--- config.mk ---
export PLATFORM = sky130hd
export DESIGN_NAME = gemm_out_arbiter
export DESIGN_NICKNAME = d
export VERILOG_FILES = /design/src/rtl/gemm_out_arbiter.sv
export SDC_FILE = /design/constraint.sdc
export NUM_CORES = 1
export LEC_CHECK = 0
export BUFFER_PORTS_ARGS = -buffer_cell sky130_fd_sc_hd__buf_2
export CAP_MARGIN = 30
export CORE_MARGIN = 5
export CORE_UTILIZATION = 35
export CTS_CLUSTER_SIZE = 40
export DETAILED_ROUTE_END_ITERATION = 7
export PLACE_DENSITY = 0.66
export SLEW_MARGIN = 20
export SYNTH_ARGS = -nofsm -noshare
export SYNTH_HDL_FRONTEND = slang
export SYNTH_SLANG_ARGS = --single-unit
export TNS_END_PERCENT = 10
--- constraint.sdc ---
create_clock -name ap_clk -period 3.8 [get_ports ap_clk]
set_input_delay 0.19 -clock ap_clk [delete_from_list [all_inputs] [get_ports ap_clk]]
set_output_delay 0.19 -clock ap_clk [all_outputs]
set_load 0.01 [all_outputs]
--- src/rtl/gemm_out_arbiter.sv ---
// gemm_out_arbiter
//   Round-robin arbiter and nibble serializer for the GEMM kernel's result
//   streams. Each channel buffers one word. Granted words are emitted as a
//   frame: one header nibble {0, channel}, then DW/OW data nibbles, LSB first.
//
// Ports
//   ap_clk      clock
//   ap_rst      synchronous active-high reset
//   ch_din      per-channel write data, channel k at [k*DW +: DW]
//   ch_write    per-channel write strobe
//   ch_full_n   per-channel ready (hold register empty)
//   data_out    serialized header/data nibble (registered)
//   data_valid  data_out is meaningful (registered)
//   data_first  header nibble marker (registered)
//   probe_out   running XOR parity of all accepted words (registered)
module gemm_out_arbiter #(
    parameter int unsigned N_CH = 8,
    parameter int unsigned DW   = 32,
    parameter int unsigned OW   = 4
) (
    input  logic               ap_clk,
    input  logic               ap_rst,
    input  logic [N_CH*DW-1:0] ch_din,
    input  logic [N_CH-1:0]    ch_write,
    output logic [N_CH-1:0]    ch_full_n,
    output logic [OW-1:0]      data_out,
    output logic               data_valid,
    output logic               data_first,
    output logic               probe_out
);

    localparam int unsigned NNIB = DW / OW;
    localparam int unsigned CW   = (NNIB > 1) ? $clog2(NNIB) : 1;
    localparam int unsigned IW   = (N_CH > 1) ? $clog2(N_CH) : 1;

    typedef enum logic [1:0] {StIdle, StHdr, StShift} state_e;

    state_e            state_q, state_d;
    logic [DW-1:0]     hold_q [N_CH];
    logic [N_CH-1:0]   hold_valid_q, hold_valid_d;
    logic [DW-1:0]     shreg_q, shreg_d;
    logic [CW-1:0]     cnt_q, cnt_d;
    logic [IW-1:0]     last_q, last_d;
    logic [OW-1:0]     data_out_q, data_out_d;
    logic              data_valid_q, data_valid_d;
    logic              data_first_q, data_first_d;
    logic              probe_q, probe_d;

    logic [N_CH-1:0]   acc;
    logic              acc_par;
    logic              gnt_found;
    logic [IW-1:0]     gnt_idx;
    logic [IW-1:0]     cand;
    logic              take;

    assign ch_full_n = ~hold_valid_q;
    assign acc       = ch_write & ~hold_valid_q;

    // Parity contribution of every word accepted at this edge.
    always_comb begin
        acc_par = 1'b0;
        for (int k = 0; k < int'(N_CH); k++) begin
            if (acc[k]) begin
                acc_par = acc_par ^ (^ch_din[k*DW +: DW]);
            end
        end
    end

    // First pending channel searching upward from last+1, wrapping.
    always_comb begin
        gnt_found = 1'b0;
        gnt_idx   = '0;
        cand      = '0;
        for (int unsigned i = 1; i <= N_CH; i++) begin
            cand = IW'((32'(last_q) + i) % N_CH);
            if (!gnt_found && hold_valid_q[cand]) begin
                gnt_found = 1'b1;
                gnt_idx   = cand;
            end
        end
    end

    // Output registers carry the value of the state being entered, so the
    // header appears the cycle after the grant edge.
    always_comb begin
        state_d      = state_q;
        shreg_d      = shreg_q;
        cnt_d        = cnt_q;
        last_d       = last_q;
        data_out_d   = '0;
        data_valid_d = 1'b0;
        data_first_d = 1'b0;
        take         = 1'b0;

        unique case (state_q)
            StIdle: begin
                take = gnt_found;
            end
            StHdr: begin
                state_d      = StShift;
                cnt_d        = '0;
                data_out_d   = shreg_q[OW-1:0];
                data_valid_d = 1'b1;
                shreg_d      = shreg_q >> OW;
            end
            StShift: begin
                if (cnt_q == CW'(NNIB - 1)) begin
                    if (gnt_found) begin
                        take = 1'b1;
                    end else begin
                        state_d = StIdle;
                    end
                end else begin
                    cnt_d        = cnt_q + 1'b1;
                    data_out_d   = shreg_q[OW-1:0];
                    data_valid_d = 1'b1;
                    shreg_d      = shreg_q >> OW;
                end
            end
            default: begin
                state_d = StIdle;
            end
        endcase

        if (take) begin
            state_d      = StHdr;
            shreg_d      = hold_q[gnt_idx];
            last_d       = gnt_idx;
            data_out_d   = {{(OW-IW){1'b0}}, gnt_idx};
            data_valid_d = 1'b1;
            data_first_d = 1'b1;
        end
    end

    // Accept and grant never hit the same channel: a grant needs the hold
    // register full, which blocks acceptance.
    always_comb begin
        hold_valid_d = hold_valid_q | acc;
        if (take) begin
            hold_valid_d[gnt_idx] = 1'b0;
        end
    end

    assign probe_d = probe_q ^ acc_par;

    always_ff @(posedge ap_clk) begin
        if (ap_rst) begin
            state_q      <= StIdle;
            hold_valid_q <= '0;
            shreg_q      <= '0;
            cnt_q        <= '0;
            last_q       <= IW'(N_CH - 1);
            data_out_q   <= '0;
            data_valid_q <= 1'b0;
            data_first_q <= 1'b0;
            probe_q      <= 1'b0;
            for (int k = 0; k < int'(N_CH); k++) begin
                hold_q[k] <= '0;
            end
        end else begin
            state_q      <= state_d;
            hold_valid_q <= hold_valid_d;
            shreg_q      <= shreg_d;
            cnt_q        <= cnt_d;
            last_q       <= last_d;
            data_out_q   <= data_out_d;
            data_valid_q <= data_valid_d;
            data_first_q <= data_first_d;
            probe_q      <= probe_d;
            for (int k = 0; k < int'(N_CH); k++) begin
                if (acc[k]) begin
                    hold_q[k] <= ch_din[k*DW +: DW];
                end
            end
        end
    end

    assign data_out   = data_out_q;
    assign data_valid = data_valid_q;
    assign data_first = data_first_q;
    assign probe_out  = probe_q;

endmodule

Word-level counts from Yosys, hierarchy flattened

Memories as Yosys holds them, arrays and structs flattened.
Cells that the tools add are included.

Flip-flop bits (word level): 55
Bits in writable memories: 256
Memories: 1

Add/subtract/negate cells: 9
$lt $le $gt $ge: 10
Eq/ne operators: 10
Muxes and demuxes: 96
Bitwise operators: 22
Reduce and logical (&&, ||, !) cells: 31

Memory list:

| name   | depth | width | rd ports | clocked after memory_dff | wr ports | line | text |
|---|---|---|---|---|---|---|---|
| hold_q | 8     | 32    | 1        | 0                        | 8        | 39   | `logic [DW-1:0] hold_q [N_CH];` |

Operators by type and width:

| cell                                                        | number |
|---|---|
| 2-to-1 mux 32 bit                                           | 10 |
| XOR reduction 32 bit                                        | 8 |
| case mux 32 bit (2 select lines)                            | 1 |
| 2-to-1 mux 1 bit                                            | 57 |
| less-than comparator 3 x 4 -> 1 bit (second input constant) | 9 |
| 2-to-1 mux 3 bit                                            | 10 |
| binary-select mux 1 bit (select 3 bit)                      | 8 |
| AND 8 bit                                                   | 2 |
| inverter 8 bit                                              | 2 |
| adder 3 bit (second input constant)                         | 4 |
| adder 3 x 1 -> 3 bit (second input constant)                | 3 |
| inequality test 3 bit (second input constant)               | 3 |
| logical AND 1 bit                                           | 8 |
| 2-to-1 mux 8 bit                                            | 1 |
| inequality test 2 bit (second input constant)               | 4 |
| bitwise OR 1 bit                                            | 8 |
| bitwise OR 8 bit                                            | 1 |
| case mux 4 bit (2 select lines)                             | 1 |
| XOR 1 bit                                                   | 8 |
| logical NOT 1 bit                                           | 7 |
| adder 3 x 2 -> 3 bit (second input constant)                | 2 |
| case mux 2 bit (3 select lines)                             | 1 |
| case mux 3 bit (2 select lines)                             | 1 |
| AND reduction 3 bit                                         | 2 |
| other kinds (14)                                            | 17 |

Depth between registers and ports, before layout

Depth after elaboration: 32
Gate-level depth with buffers: 20

Least setup slack after synthesis

No wires, ideal clock.

Kind: register to register
Start: reg last_q[1]
End: reg shreg_q[1]
Library setup time: 0.104 ns
Data arrival time: 3.876 ns
Data required time: 3.696 ns
Path slack: -0.180 ns
Cell stages (with the launch flop): 19
Buffers on the path: 6
Period minus slack after synthesis: 3.980 ns
Cell sequence: dfxtp_1 -> buf_2 -> buf_1 -> inv_1 -> ha_1 -> buf_2 -> mux2_2 -> mux2_2 -> o221a_2 -> a222oi_1 -> a211oi_2 -> o2bb2ai_1 -> buf_4 -> buf_6 -> buf_6 -> mux2i_1 -> mux2i_1 -> mux2i_1 -> a2111oi_2

Cells in the longest elaborated chain, start to end: 30
Elaborated cells between the ends (all ways): 62
Those cells by class: add/sub (8); eq/ne (1); mux (36); reduce/logical (16); memory (1)

RTL lines:

| item                                                                  | line | text |
|---|---|---|
| start, declared                                                       | 43   | `logic [IW-1:0] last_q, last_d;` |
| start signal, assigned                                                | 152  | `last_q <= IW'(N_CH - 1);` |
| start signal, assigned                                                | 165  | `last_q <= last_d;` |
| adder 3 x 1 -> 3 bit                                                  | 75   | `cand = IW'((32'(last_q) + i) % N_CH);` |
| binary-select mux 1 bit (select 3 bit)                                | 76   | `if (!gnt_found && hold_valid_q[cand]) begin` |
| 2-to-1 mux 1 bit (not written as such)                                | 76   |  |
| 2-to-1 mux 1 bit                                                      | 76   |  |
| logical NOT 1 bit                                                     | 76   |  |
| logical AND 1 bit                                                     | 76   |  |
| 2-to-1 mux 1 bit                                                      | 76   |  |
| logical NOT 1 bit                                                     | 76   |  |
| (+14 left out)                                                        | --   |  |
| logical NOT 1 bit                                                     | 76   |  |
| logical AND 1 bit                                                     | 76   |  |
| 2-to-1 mux 1 bit                                                      | 76   |  |
| 2-to-1 mux 1 bit                                                      | 108  | `if (gnt_found) begin` |
| 2-to-1 mux 1 bit                                                      | 107  | `if (cnt_q == CW'(NNIB - 1)) begin` |
| case mux 1 bit (2 select lines)                                       | 95   | `unique case (state_q)` |
| inequality test 3 bit (no line) or nonzero test 3 bit (tied branches) | --   |  |
| AND reduction 2 bit (no line)                                         | --   |  |
| end signal, assigned                                                  | 163  | `shreg_q <= shreg_d;` |
| end, declared                                                         | 41   | `logic [DW-1:0] shreg_q, shreg_d;` |

Several ways; a longest one is shown, not always the timed one. The select of a mux whose other input is x is not followed.
A chain may end at the register's enable or synchronous reset.

Worst setup path after layout

Start: reg last_q[0]
End: reg shreg_q[4]

Same word-level chain as after synthesis.

==> summary by stage <==
Status
The flow ran to the end, and the final reports show no timing, DRC or antenna violations.

Die
281 I/O pins were placed. The die boundary width is 233 um. The die covers between 50000 and 60000 um2. The starting density of the core is 0.355. The floorplan has 81 rows.

The area of the core is 49200 um2. The die height is 233 um.

Clock tree
At the later pin of the worst-skew pair, clock insertion delay measures 540 ps. The clock-pin slew of the registers on the worst-case setup and hold paths is 60 ps. Clock tree synthesis found a total of ~310 sinks.

The CTS tree is yes. The clock passes through at most 3 buffers. The cell sitting at the root of the clock tree is a clkbuf_16. Clock tree synthesis inserted a total of 36 buffers. The H-tree depth is 2.

Critical path
For this design, the slowest cell found on the critical path is a2111oi_2. The number of buffer and inverter stages on the critical path is 4. The critical path launch point type is a register. For the worst setup path, the data required time is 4230 ps. The worst setup path is captured at a register.

Among the stages of the critical path, the cell type that occurs most often is mux2i_1. The family with the most delay on the worst path is compound AO/OA/AOI/OAI gates. In this design, the stage delay of the slowest critical-path cell is 380 ps.

The critical path is of the reg2reg type. The maximum fanout count along the critical path is 12. The signal on the critical path passes through inv_2, ha_4, mux2_2, mux2_2, o221a_2, a222oi_1, buf_4, a211oi_2, o2bb2ai_4, buf_12, bufbuf_16, mux2i_1, mux2i_1, mux2i_1, a2111oi_2. The data arrival time of the worst path is 4090 ps.

Synthesis
The dominant combinational cell family by area after synthesis is simple AND/OR/NAND/NOR gates. edfxtp_1 takes more of the synthesized area than any other cell. The dominant synthesized flop cell is edfxtp_1. The area fraction in compound gates after synthesis is 0.0651. The fraction of the mapped netlist area in simple logic gates is 0.140.

The top cell type's share of synthesized area is 0.440. The number of warnings issued by yosys is 0. Counting flops with an async set or reset pin after synthesis yields a share of 0.

Of the total synthesized cell area, the portion taken by XOR and XNOR cells is 0.132. The total nets after synthesis is 1725. The synthesized netlist contains 67 unique library cells. For this run, the register share of the synthesized area comes to 0.503. Ranked by total cell area, the synthesized netlist is headed by edfxtp_1 44%, xnor2_1 11%, mux2i_1 11%. Synthesis produced 1452 cells. The synthesized design contains 256 enable-type register cells. The average cell area after synthesis is 12.0 um2.

The post-synthesis mux area share is 0.128. The post-synth design cell area is about 17000 um2. The post-synthesis adder-cell area fraction is 0.00501. The synthesized flop and latch total is 311.

STA
The maximum clock frequency is 273 MHz. The final period utilization is 0.963. The clock period could shrink to 3660 ps. The clock arrives with roughly 16 ps of skew.

Setup repair after global routing could not meet its margin everywhere. The setup violation total in the final timing report is 0. The worst relative slew slack is 0.466. The hold violation count in the final report is 0. The final setup slack of the worst path is 142 ps. The number of pins exceeding their max-slew limit in the final report is 0. The final hold slack is 10.2 ps. The actual transition at the worst max-transition pin is slightly below 800 ps.

Power
The leakage power is 9.86 nW. For this design the ratio of total power to cell area is ~1100 nW/um2. The peak supply drop is around 0.87 mV.

The total power is 25.8 mW.

Routing
After detailed routing, the number of remaining DRC violations is 0. Detailed routing placed a total of 2050 um of wire on met3. The met1 wire length is about 23000 um. In the routed layout, each cell is associated on average with a via count of 4.91.

The detailed router finished its first iteration with 827 violations. The final layout contains routed wiring with a total length of 58700 um. The remaining number of nets flagged by the antenna check after routing is 0.

The via count of the routed design is approximately 14000. The detailed route wirelength on metal2 is 30800 um. The first detailed-routing pass ran for 7 iterations. The highest metal layer with signal wires is met4.

The average wire length per cell after detail routing is 21.3 um.

Placement
The cell total after placement is around 2400. In this run the tool buffered the top-level ports with 280 buffer cells. The pre-CTS setup slack is -99.2 ps.

Summing all placed instances gives a cell area of 20400 um2. The weighted congestion at the end of routability-driven global placement is 0.848. The detailed placement HPWL is a little over 40000 um.

Finish
After routing the design area is 24100 um2. In the layout the commonest cells are 279 x buf_2, 256 x edfxtp_1, 243 x dlygate4sd3_1, 222 x xnor2_1, 195 x and2_1. For this run, the post-layout net count is between 2000 and 2500. Leaving out fill and tap cells, the most frequent cell in the layout is buf_2. Of the cells placed in the final design, the portion with a size suffix greater than 1 is 0.256.

Relative to the synthesized area, the layout overhead comes to 38.1%. Once layout is complete, the cells apart from fillers number 2753.

Job
Across the run, the number of max-cap violations was 0.

Global routing
The initial antenna violation count came to 4. Entering global routing, the biggest net connects 48 pins. The total routing usage reported by global routing is 0.213.

The number of global-route vias before repair is around 15000. The first global-routing pass estimated 88300 um of wire. Summed over all layers, the global routing overflow is 0.

Min path
The class of the tightest hold or removal check is in2reg.
[per-stage QoR]
step / utilization / TNS, ps
6_report: 0.491 / 0
5_1_grt: 0.491 / -77.6
4_1_cts: 0.489 / 0
3_5_place_dp: 0.414 / -707
3_3_place_gp: 0.413 / -189
2_1_floorplan: - / 0
[cell usage after synthesis (3+ instances only)]
cell / n
nand2_1: 27
a32o_1: 4
dfxtp_1: 55
and2_1: 195
o211ai_1: 13
a22oi_1: 8
inv_1: 17
nor2b_1: 69
o221ai_1: 10
nor2_1: 89
xnor2_1: 223
ha_1: 7
a211o_1: 5
buf_6: 8
and3_1: 10
a21oi_1: 35
buf_2: 11
buf_1: 6
a2111oi_2: 16
a211oi_1: 11
nor3_1: 4
or3_1: 5
nand2b_1: 14
or2_2: 3
mux2i_1: 184
a211oi_2: 3
buf_4: 9
a21o_1: 3
mux2_2: 19
o21ai_0: 6
mux4_2: 7
xor2_1: 35
edfxtp_1: 256
nand3_1: 6
clkbuf_1: 41
[state kept, by name, summed over array words and instances (netlist names), 2 cells and up]
register and cells:
cnt_q 3, data_out 4, hold_q 256, hold_valid_q 8
last_q 3, shreg_q 32, state_q 2
[report_power, final]
| part | internal [mW] | switching, mW | leakage, nW |
|---|---|---|---|
| logic | 8.62 | 9.14 | 6.15 |
| clock network | 1.80 | 1.43 | 0.509 |
| registers | 4.49 | 0.345 | 3.21 |
| total | 14.9 | 10.9 | 9.86 |
[worst paths after layout]
check / start / end / slack (ps) / cells past startpoint
setup / recovery: last_q[0] / shreg_q[4] / 140 / 15
hold / removal: ch_din[42] / hold_q[1][10] / 10 / 2
setup reg to reg: last_q[0] / shreg_q[4] / 140 / 15
hold reg to reg: shreg_q[30] / shreg_q[30] / 480 / 2
[logic make-up after synthesis]
family	Yosys count
AO/OA/AOI/OAI	138
XOR/XNOR	260
adder cells (fa/ha/maj)	7
buffers and inverters	94
flip-flops	311
multiplexers	212
AND/OR/NAND/NOR	430
[layout make-up]
cell class	count	area (um2)
Timing Repair Buffer	644	5030
Inverter	17	63.8
Sequential cell	311	8790
Clock inverter	17	98.8
Multi-Input combinational cell	1047	8330
Antenna cell	5	12.5
Clock buffer	48	967
Tap cell	664	831
Fill cell	4308	25000
[per-layer routing]
| layer | track usage | vias up |
|---|---|---|
| met5 | 0 | - |
| met4 | 0.0949 | 0 |
| li1 | - | 6355 |
| met3 | 0.0238 | 150 |
| met1 | 0.254 | 6622 |
| met2 | 0.386 | 401 |
[repair_timing]
| action | CTS | global route |
|---|---|---|
| setup buffers | 3 | 1 |
| cloned | 3 | 0 |
| hold endpoints to repair | 243 | 0 |
| hold buffers | 243 | 0 |
| gates resized for setup | 4 | 22 |
| pin swaps | 1 | 9 |
| setup endpoints to repair | 20 | 32 |
(Power assumes the default switching activity.)
